## config.mk

```make
export PLATFORM = sky130hd
export DESIGN_NAME = reg_file_reader
export DESIGN_NICKNAME = d
export VERILOG_FILES = /design/src/rtl/reg_file_reader.sv
export SDC_FILE = /design/constraint.sdc
export NUM_CORES = 1
export LEC_CHECK = 0
export CORE_MARGIN = 2
export CORE_UTILIZATION = 40
export CTS_BUF_LIST = sky130_fd_sc_hd__clkbuf_4 sky130_fd_sc_hd__clkbuf_8
export CTS_CLUSTER_DIAMETER = 200
export DETAILED_ROUTE_END_ITERATION = 8
export GPL_TIMING_DRIVEN = 0
export PLACE_DENSITY = 0.74
export SETUP_SLACK_MARGIN = 0.5
export SKIP_LAST_GASP = 1
export SYNTH_ARGS = -nofsm -noshare
export SYNTH_HDL_FRONTEND = slang
export SYNTH_SLANG_ARGS = --single-unit
```

## constraint.sdc

```tcl
create_clock -name clk -period 1.7 [get_ports clk]
set_clock_uncertainty 0.15 [all_clocks]
set_input_delay 0.34 -clock clk [delete_from_list [all_inputs] [get_ports clk]]
set_output_delay 0.34 -clock clk [all_outputs]
set_load 0.005 [all_outputs]
```

## src/rtl/reg_file_reader.sv

```systemverilog
// Sequential read-out engine for reg_file: walks an address window through the
// asynchronous read port and streams each word over a valid/ready handshake.
module reg_file_reader #(
    parameter int DATA_WIDTH = 8,
    parameter int ADDR_WIDTH = 2
) (
    input  logic                         clk,
    input  logic                         rst_n,
    input  logic                         start,
    input  logic        [ADDR_WIDTH-1:0] first_addr,
    input  logic        [ADDR_WIDTH:0]   num_words,
    output logic        [ADDR_WIDTH-1:0] r_addr,
    input  logic signed [DATA_WIDTH-1:0] r_data,
    output logic signed [DATA_WIDTH-1:0] out_data,
    output logic                         out_valid,
    input  logic                         out_ready,
    output logic                         busy,
    output logic                         done
);

    typedef enum logic [1:0] {IDLE, LOAD, HOLD} state_t;

    localparam logic [ADDR_WIDTH:0] DEPTH = (ADDR_WIDTH + 1)'(1) << ADDR_WIDTH;

    state_t                       state_q;
    logic        [ADDR_WIDTH-1:0] addr_q;
    logic        [ADDR_WIDTH:0]   remaining_q;
    logic        [ADDR_WIDTH:0]   remaining_d;
    logic signed [DATA_WIDTH-1:0] outData_q;
    logic                         outValid_q;
    logic                         busy_q;
    logic                         done_q;

    // Oversized counts saturate so no entry is emitted twice in one transfer.
    assign remaining_d = (num_words > DEPTH) ? DEPTH : num_words;

    always_ff @(posedge clk or negedge rst_n) begin
        if (!rst_n) begin
            state_q     <= IDLE;
            addr_q      <= '0;
            remaining_q <= '0;
            outData_q   <= '0;
            outValid_q  <= 1'b0;
            busy_q      <= 1'b0;
            done_q      <= 1'b0;
        end else begin
            done_q <= 1'b0;
            case (state_q)
                IDLE: begin
                    if (start) begin
                        if (num_words != '0) begin
                            addr_q      <= first_addr;
                            remaining_q <= remaining_d;
                            busy_q      <= 1'b1;
                            state_q     <= LOAD;
                        end else begin
                            done_q <= 1'b1;
                        end
                    end
                end
                // r_data is captured here, so a write on this same edge is not seen.
                LOAD: begin
                    outData_q  <= r_data;
                    outValid_q <= 1'b1;
                    state_q    <= HOLD;
                end
                HOLD: begin
                    if (outValid_q && out_ready) begin
                        outValid_q <= 1'b0;
                        if (remaining_q == (ADDR_WIDTH + 1)'(1)) begin
                            busy_q  <= 1'b0;
                            done_q  <= 1'b1;
                            state_q <= IDLE;
                        end else begin
                            addr_q      <= addr_q + 1'b1;
                            remaining_q <= remaining_q - 1'b1;
                            state_q     <= LOAD;
                        end
                    end
                end
                default: state_q <= IDLE;
            endcase
        end
    end

    assign r_addr    = addr_q;
    assign out_data  = outData_q;
    assign out_valid = outValid_q;
    assign busy      = busy_q;
    assign done      = done_q;

endmodule

```

==> results of run 1 <==
## report_power, final
group	internal (W)	leakage [nW]	total, W	switching (W)
combinational	0.000967	0.496	0.00161	0.000641
clock	0.0000824	0.0138	0.000203	0.000121
sequential	0.000625	0.212	0.000755	0.000130
total	0.00167	0.722	0.00257	0.000891
## per-layer routing
metal,GRT usage,wire length [um]
met4,0.0952,87
met2,0.441,1520
met5,0,0
met1,0.261,1060
met3,0.0552,75
## what timing repair did
item                       CTS  global route
pin swaps                    7             4
hold buffers                 0             0
setup endpoints to repair   47            31
cloned                       2             0
setup buffers               19            10
resized for setup           72             8
## logic make-up after synthesis
| family | after synthesis | synth area share |
|---|---|---|
| and+or+nand+nor | 19 | 0.126 |
| AOI/OAI and AO/OA | 16 | 0.129 |
| muxes | 9 | 0.123 |
| DFF | 18 | 0.555 |
| buffers and inverters | 6 | 0.0354 |
| adders and majority gates | 2 | 0.0308 |
## cell type report
type                       count  area [um2]
buffer                         2        26.3
inverter                       4        20.0
clock buffer                   3        22.5
timing repair buffer          60         469
tap                           27        33.8
sequential                    18         450
multi-input combinational     46         448
fill                         138         472
## flip-flops by register name (all words and copies together), names as in the netlist
name,flops
state_q,2
out_data,8
remaining_q,3
done,1
busy,1
r_addr,2
out_valid,1
## layout by cell type (no fill, tap or decap), drive strengths merged
cell           count
buf               44
dfrtp             18
clkdlybuf4s50     10
mux2               8
dlygate4sd2        5
clkbuf             5
nand2              4
o21ai              4
a21oi              4
nor2               4
inv                3
nor2b              2
o211ai             2
nand2b             2
nand3              2
ha                 2
or3b               1
nand4              1
o41ai              1
and2b              1
nor3               1
o32a               1
clkinv             1
a31oi              1
o22a               1
nand3b             1
a21boi             1
mux2i              1
a21o               1
dlymetal6s2s       1
## worst paths after layout
path                              start              to  cells after the start
min in group clk           num_words[1]            done                      2
hold reg to reg             out_data[0]     out_data[0]                      1
max in group asynchronous         rst_n     out_data[1]                      1
setup reg to reg              out_valid  remaining_q[1]                      6
setup / recovery              out_valid  remaining_q[1]                      6
hold / removal                    rst_n     out_data[6]                      1
## through the flow
stage          total power [W]  instance area [um2]  cells  hold WS [ns]
2_1_floorplan          0.00136                  871     70        -0.106
3_3_place_gp           0.00176                 1190    126         0.324
3_5_place_dp           0.00180                 1190    126         0.327
4_1_cts                0.00230                 1380    150         0.106
5_1_grt                0.00271                 1470    160         0.146
6_report               0.00257                 1470    160        0.0838
==> results.json, run 1 <==
{
  "num_antenna_cells": 0,
  "floorplan.die_area_um2": 2410,
  "layout_utilization": 0.757,
  "critPathSlowestCell": "sky130_fd_sc_hd__o32a_4",
  "critical_path.endpoint_type": "flip-flop",
  "max-slew-margin-rel": 0.472,
  "most_frequent_cells_after_synthesis": "sky130_fd_sc_hd__dfrtp_1, sky130_fd_sc_hd__mux2_2, sky130_fd_sc_hd__a21oi_1, sky130_fd_sc_hd__nand2_1, sky130_fd_sc_hd__nor2_1",
  "timing.max_cap.violations": 0,
  "critical_path_class": "flip-flop to flip-flop",
  "outcome": "finished, final reports clean",
  "post_synth_inst_count": 70,
  "cts_tree": "built",
  "setup_total_negative_slack_ns": 0,
  "place_worst_setup_slack_ns": -0.358,
  "final_hold_viol_count": 0,
  "largest_incremental_delay_on_the_critical_path_ns": 0.46,
  "hpwl_mm": 1.39,
  "wire_length_of_the_first_global_routing_pass_mm": 4.24,
  "synthesis_stage_register_bit_count": 18,
  "drt-wirelength-per-cell_um": 17.1,
  "initial_utilization": 0.418,
  "fp-row-count": 16,
  "async_reset_ff_frac": 1.00,
  "rsz_0062_raised_after_global_routing": "true",
  "p_per_area_nw_per_um2": 1750,
  "timing.final.crit_share": 0.989,
  "worst-r2r-setup-slack_ns": 0.02,
  "clk-insertion-delay-late_ns": 0.29,
  "grt_remaining_overflow": 0,
  "htree_levels": 1,
  "synth_top_area_share": 0.555,
  "cts-buffers-inserted": 3,
  "placeableCoreArea_um2": 1940,
  "cts_buffer_depth": 2,
  "synthMostInstantiatedCell": "sky130_fd_sc_hd__dfrtp_1",
  "crit_family": "compound AO/OA/AOI/OAI gates",
  "worst_pin_slew_ns": 0.793,
  "clock_tree.root_cell": "sky130_fd_sc_hd__clkbuf_4",
  "power.leakage_nw": 0.722,
  "cp_num_buf_inv": 2,
  "fin_crit_ns": 1.68,
  "critical_path.max_fanout": 6,
  "postRouteAntennaNets": 0,
  "hp-class": "input port to async pin",
  "setup_viol": 0,
  "ir_worst_vdd_v": 0.00117,
  "grt_max_degree": 19,
  "place_congestion": 0.722,
  "grt_antenna_before_repair": 0,
  "drt_first_pass_iters": 6,
  "synth_cell_type_count": 28,
  "detail_route.iter0.violations": 16,
  "chipWidth_um": 49.1,
  "die_h_um": 49.1,
  "leading_post_synthesis_cells_by_cell_area": "sky130_fd_sc_hd__dfrtp_1, sky130_fd_sc_hd__mux2_2, sky130_fd_sc_hd__ha_1",
  "critPathRequiredTime_ns": 1.73,
  "drcViolationCount": 0,
  "vias_per_cell": 5.12,
  "synthesis_to_finish_area_growth_pct": 81.0,
  "syn_nets": 89,
  "arrival_ns": 1.71,
  "timing.final.ws_setup_ns": 0.0190,
  "grtUsageTotal": 0.238,
  "synth-main-ff-cell": "sky130_fd_sc_hd__dfrtp_1",
  "cts.clk_slew.worst_paths_ns": 0.09,
  "layout.nets": 154,
  "timing.critical_path.cells": "buf_4, nand2_1, o32a_4, clkinv_4, o211ai_1, a21boi_2",
  "cts_num_sinks": 18,
  "syn-mean-instance-area_um2": 11.6,
  "synthesis.area_um2": 812,
  "synth-edff-count": 0,
  "post_synthesis_sequential_area_ratio": 0.555,
  "start_kind": "flip-flop",
  "pins_over_their_slew_limit": 0,
  "wirelength_mm": 2.73,
  "synth_largest_area_cell": "sky130_fd_sc_hd__dfrtp_1",
  "yosysWarnings": 0,
  "grt_pass1_vias": 843,
  "io-pin-count": 30,
  "layout-drive-gt1-share": 0.556,
  "dr_total_vias": 819,
  "clock.fmax_mhz": 595,
  "portBuffers": 29
}
No activity file was read; power rests on OpenSTA's default activity.
==> run 2, diff against run 1 <==
Settings changed: CORE_MARGIN 2 to 5.
==> run 2 against run 1 <==
Compared with the run above:
- the flow now finishes with violations (negative hold slack)
- register-to-register slack improved by 0.02 ns
- highest routed layer unchanged
- utilization shrank 1.9 points
- count of clock-buffer cells in the layout increased by 1
- first-iteration DRC count down 50%
- wire length is 13% lower
- cell count shrank 1.9%
- sequential power is 0.5% higher
- final area fell by 2.5%
- fmax rose by 0.92%
- global-route usage down 7.9 points
==> results.json, run 2 (synthesis gave the netlist of run 1 again) <==
{
  "initial_utilization": 0.418,
  "synthesis_to_finish_area_growth_pct": 76.6,
  "p_per_area_nw_per_um2": 1720,
  "vias_per_cell": 4.85,
  "layout-drive-gt1-share": 0.531,
  "seqPwrFrac": 0.308,
  "clock.fmax_mhz": 600,
  "grt_remaining_overflow": 0,
  "finalHoldWorstSlack_ns": -0.0425,
  "arrival_ns": 1.76,
  "cp_num_buf_inv": 1,
  "rsz_0062_raised_after_global_routing": "true",
  "critical_path_class": "flip-flop to flip-flop",
  "postRouteAntennaNets": 0,
  "comb_power_share": 0.584,
  "outcome": "complete, but fails checks",
  "clock_tree.root_cell": "sky130_fd_sc_hd__clkbuf_4",
  "wire_length_of_the_first_global_routing_pass_mm": 3.35,
  "dpl-instance-area_um2": 1190,
  "wirelength_mm": 2.37,
  "place_worst_setup_slack_ns": -0.303,
  "cts-buffers-inserted": 3,
  "cts.clk_slew.worst_paths_ns": 0.10,
  "layout_commonest_cell": "sky130_fd_sc_hd__buf_4",
  "cts_tree": "built",
  "crit_family": "simple AND/OR/NAND/NOR gates",
  "portBuffers": 29,
  "largest_incremental_delay_on_the_critical_path_ns": 0.43,
  "htree_levels": 1,
  "dr_total_vias": 762,
  "drcViolationCount": 0,
  "start_kind": "flip-flop",
  "critical_path.endpoint_type": "flip-flop",
  "io-pin-count": 30,
  "critPathSlowestCell": "sky130_fd_sc_hd__dfrtp_1",
  "chipWidth_um": 55.1,
  "timing.final.crit_share": 0.980,
  "floorplan.die_area_um2": 3030,
  "critical_path.max_fanout": 7,
  "ir_worst_vdd_v": 0.00124,
  "timing.critical_path.cells": "or3b_4, o32a_4, buf_4, nor2_2, o22a_1",
  "hp-class": "input port to async pin",
  "drt-wirelength-per-cell_um": 15.1,
  "clk-insertion-delay-late_ns": 0.30,
  "layout.nets": 150,
  "critPathLaunch": "state_q[0]",
  "setup_viol": 0,
  "die_h_um": 55.1,
  "num_antenna_cells": 0,
  "fillCellCount": 126,
  "clock_network_power_share": 0.108,
  "largest_reg_flops": 8,
  "final_hold_viol_count": 18,
  "detail_route.iter0.violations": 8,
  "placeableCoreArea_um2": 1940,
  "timing.max_cap.violations": 0,
  "grt_pass1_vias": 722,
  "critPathRequiredTime_ns": 1.80,
  "timing.final.ws_setup_ns": 0.0343,
  "design_area_um2": 1430,
  "hpwl_mm": 1.38,
  "netSwitchingPower_w": 0.000804,
  "fin_crit_ns": 1.67,
  "drt_first_pass_iters": 4,
  "dp.cells": 126,
  "power.leakage_nw": 0.705,
  "grt_max_degree": 19,
  "fp-row-count": 16,
  "grtUsageTotal": 0.160,
  "place_congestion": 0.746,
  "cts_buffer_depth": 2,
  "sw_frac_of_total": 0.326,
  "intPower_w": 0.00166,
  "max-slew-margin-rel": 0.460,
  "cts_num_sinks": 18,
  "timing.rr.start": "state_q[0]",
  "violated_checks": "negative hold slack",
  "grt_antenna_before_repair": 0,
  "mostFrequentLayoutCells": "sky130_fd_sc_hd__buf_4, sky130_fd_sc_hd__dfrtp_1, sky130_fd_sc_hd__clkdlybuf4s50_1, sky130_fd_sc_hd__buf_2, sky130_fd_sc_hd__mux2_4",
  "worst_pin_slew_ns": 0.809,
  "final_cell_count_no_fill": 157,
  "layout_utilization": 0.738,
  "pins_over_their_slew_limit": 0
}
run 2: cell types whose count changed in the layout (fill, tap and decap cells not counted), sizes merged:
cell / before / now
clkbuf: 5 / 6
dlygate4sd2: 5 / 2
clkdlybuf4s50: 10 / 12
buf: 44 / 40
dlymetal6s2s: 1 / 2
run 2: layout make-up:
cell class,count,area (um2),share of cell area
Buffer,2,25.0,0.0175
Sequential cell,18,452,0.315
Multi-Input combinational cell,46,418,0.291
Clock buffer,4,36.3,0.0253
Tap cell,27,33.8,0.0236
Inverter,4,20.0,0.0140
Timing Repair Buffer,56,449,0.313
run 2: timing repair:
item	in CTS	in global routing
pin swaps	5	4
setup buffers	13	12
hold buffers	0	0
gates cloned	1	1
gates resized for setup	59	16
setup endpoints to repair	29	48
run 2: power by group through the flow:
stage,Combinational (W),Clock [W],Sequential (W)
2_1_floorplan,0.000587,0,0.000771
3_3_place_gp,0.00100,0,0.000769
3_5_place_dp,0.00102,0,0.000775
4_1_cts,0.00117,0.000266,0.000745
5_1_grt,0.00156,0.000295,0.000783
6_report,0.00144,0.000266,0.000759
run 2: final timing paths:
check	end	slack, ns	cells past startpoint
min	out_data[1]	-0.04	1
max reg2reg	remaining_q[2]	0.03	5
max	remaining_q[2]	0.03	5
max in group asynchronous	state_q[1]	0.89	1
min in group clk	done	0.20	2
min reg2reg	out_data[0]	0.36	1
run 2: through the flow:
stage | setup TNS (ns) | power (W)
floorplan | 0 | 0.00136
global placement | -1.23 | 0.00177
detailed placement | -1.28 | 0.00180
finish | 0 | 0.00247
CTS | 0 | 0.00218
global route | -0.00248 | 0.00263
run 2: per-layer routing:
layer,wire length (um),vias up,global-route usage,share of wire
li1,-,378,-,-
met1,920,357,0.185,0.39
met2,1260,17,0.270,0.53
met3,117,10,0.0617,0.049
met4,79,0,0.0526,0.033
met5,0,-,0,0
==> run 3, diff against run 2 <==
Settings changed: PLACE_DENSITY 0.74 to 0.84, TNS_END_PERCENT from default to 30.
==> run 3 against run 2 <==
Compared with the run above:
- the flow now finishes without violations
- setup slack better by 0.035 ns
- combinational power is 22% lower
- register-to-register slack gained 0.04 ns
- sequential power down 3%
- via count down 7.9%
- first-iteration DRC count fell by 38%
- sequential share of layout area grew 3.0 points
- global-route usage down 2.1 points
- cell count decreased by 8.3%
- total power decreased by 13%
- flip-flop and latch count did not move
- highest routed layer is now met3
==> results.json, run 3 (synthesis gave the netlist of run 1 again) <==
{
  "rsz_0062_raised_after_global_routing": "true",
  "dp.cells": 126,
  "crit_family": "compound AO/OA/AOI/OAI gates",
  "largest_reg_flops": 8,
  "die_h_um": 55.1,
  "grt_max_degree": 19,
  "fp-row-count": 16,
  "pins_over_their_slew_limit": 0,
  "timing.critical_path.cells": "or3b_4, o32a_4, clkinv_4, o211ai_1, a21boi_2",
  "cts-buffers-inserted": 3,
  "clock_tree.root_cell": "sky130_fd_sc_hd__clkbuf_4",
  "detail_route.iter0.violations": 5,
  "layout.nets": 137,
  "portBuffers": 29,
  "ctsHoldBuffers": 0,
  "num_antenna_cells": 0,
  "arrival_ns": 1.67,
  "postRouteAntennaNets": 0,
  "hp-class": "input port to flip-flop",
  "final_hold_viol_count": 0,
  "chipWidth_um": 55.1,
  "critPathSlowestCell": "sky130_fd_sc_hd__dfrtp_2",
  "outcome": "finished, final reports clean",
  "drcViolationCount": 0,
  "final_cell_count_no_fill": 144,
  "drt-wirelength-per-cell_um": 13.8,
  "initial_utilization": 0.418,
  "largest_incremental_delay_on_the_critical_path_ns": 0.43,
  "dr_total_vias": 702,
  "max-slew-margin-rel": 0.461,
  "layout-drive-gt1-share": 0.419,
  "grt_antenna_before_repair": 0,
  "vias_per_cell": 4.88,
  "ir_worst_vdd_v": 0.000927,
  "total_power_w": 0.00214,
  "io-pin-count": 30,
  "timing.final.crit_share": 0.959,
  "critical_path.endpoint_type": "flip-flop",
  "drt_first_pass_iters": 3,
  "clock.fmax_mhz": 613,
  "timing.max_cap.violations": 0,
  "fin_crit_ns": 1.63,
  "wirelength_mm": 1.98,
  "critical_path_class": "flip-flop to flip-flop",
  "grt_pass1_vias": 749,
  "clk-insertion-delay-late_ns": 0.29,
  "setup_viol": 0,
  "wire_length_of_the_first_global_routing_pass_mm": 2.99,
  "hpwl_mm": 1.30,
  "synthesis_to_finish_area_growth_pct": 61.3,
  "cts_tree": "built",
  "layout_commonest_cell": "sky130_fd_sc_hd__dfrtp_1",
  "placeableCoreArea_um2": 1940,
  "p_per_area_nw_per_um2": 1630,
  "critPathRequiredTime_ns": 1.74,
  "cp_num_buf_inv": 1,
  "cts_num_sinks": 18,
  "cts_buffer_depth": 2,
  "grt_remaining_overflow": 0,
  "place_congestion": 0.729,
  "critical_path.max_fanout": 7,
  "htree_levels": 1,
  "setup_total_negative_slack_ns": 0,
  "worst_pin_slew_ns": 0.806,
  "start_kind": "flip-flop",
  "cts.clk_slew.worst_paths_ns": 0.10,
  "floorplan.die_area_um2": 3030,
  "power.leakage_nw": 0.623,
  "grtUsageTotal": 0.139,
  "mostFrequentLayoutCells": "sky130_fd_sc_hd__dfrtp_1, sky130_fd_sc_hd__buf_4, sky130_fd_sc_hd__clkdlybuf4s50_1"
}
==> run 3: layout make-up <==
cell class                      count  area, um2
Fill cell                         159        632
Sequential cell                    18        452
Multi-Input combinational cell     46        390
Tap cell                           27       33.8
Timing Repair Buffer               43        355
Inverter                            4       20.0
Clock buffer                        4       36.3
Buffer                              2       22.5
==> run 3: path summary, 6_finish.rpt <==
path,start,endpoint,cells after the start,slack (ns)
hold / removal,num_words[0],done,2,0.18
setup / recovery,state_q[0],remaining_q[1],5,0.07
hold reg to reg,out_data[1],out_data[1],1,0.36
min in group asynchronous,rst_n,done,1,0.36
max in group asynchronous,rst_n,state_q[0],1,0.50
setup reg to reg,state_q[0],remaining_q[1],5,0.07
==> run 3: timing repair <==
action	4_1_cts	5_1_grt
pin swaps	1	4
cloned	0	0
gates resized for setup	50	17
buffers inserted	12	2
setup endpoints to repair	48	48
==> run 3: routing by layer <==
layer	vias up	GRT usage	part of all wire
met5	-	0	0
met4	0	0.0364	0
met3	0	0.0509	0.069
met2	25	0.268	0.55
met1	329	0.138	0.39
li1	348	-	-
==> run 3: per-stage QoR <==
| step | utilization | setup WS (ns) | hold slack, ns | cell area, um2 |
|---|---|---|---|---|
| after global placement | 0.593 | -0.308 | 0.315 | 1150 |
| after CTS | 0.644 | 0.0941 | 0.349 | 1250 |
| after global routing | 0.675 | 0.0299 | 0.170 | 1310 |
| final | 0.675 | 0.0695 | 0.182 | 1310 |
| after floorplan | - | 0.126 | -0.106 | 828 |
| after detailed placement | 0.593 | -0.312 | 0.329 | 1150 |
==> run 3: power breakdown <==
| part | internal (W) | total (W) | leakage (nW) | switching (W) |
|---|---|---|---|---|
| clock network | 0.000130 | 0.000264 | 0.0210 | 0.000133 |
| logic | 0.000675 | 0.00113 | 0.392 | 0.000458 |
| registers | 0.000626 | 0.000740 | 0.210 | 0.000114 |
==> run 3: worst register-to-register path, cell delays in order (launching register included) <==
cell,delay (ns)
sky130_fd_sc_hd__dfrtp_2,0.43
sky130_fd_sc_hd__or3b_4,0.41
sky130_fd_sc_hd__o32a_4,0.25
sky130_fd_sc_hd__clkinv_4,0.08
sky130_fd_sc_hd__o211ai_1,0.07
sky130_fd_sc_hd__a21boi_2,0.15
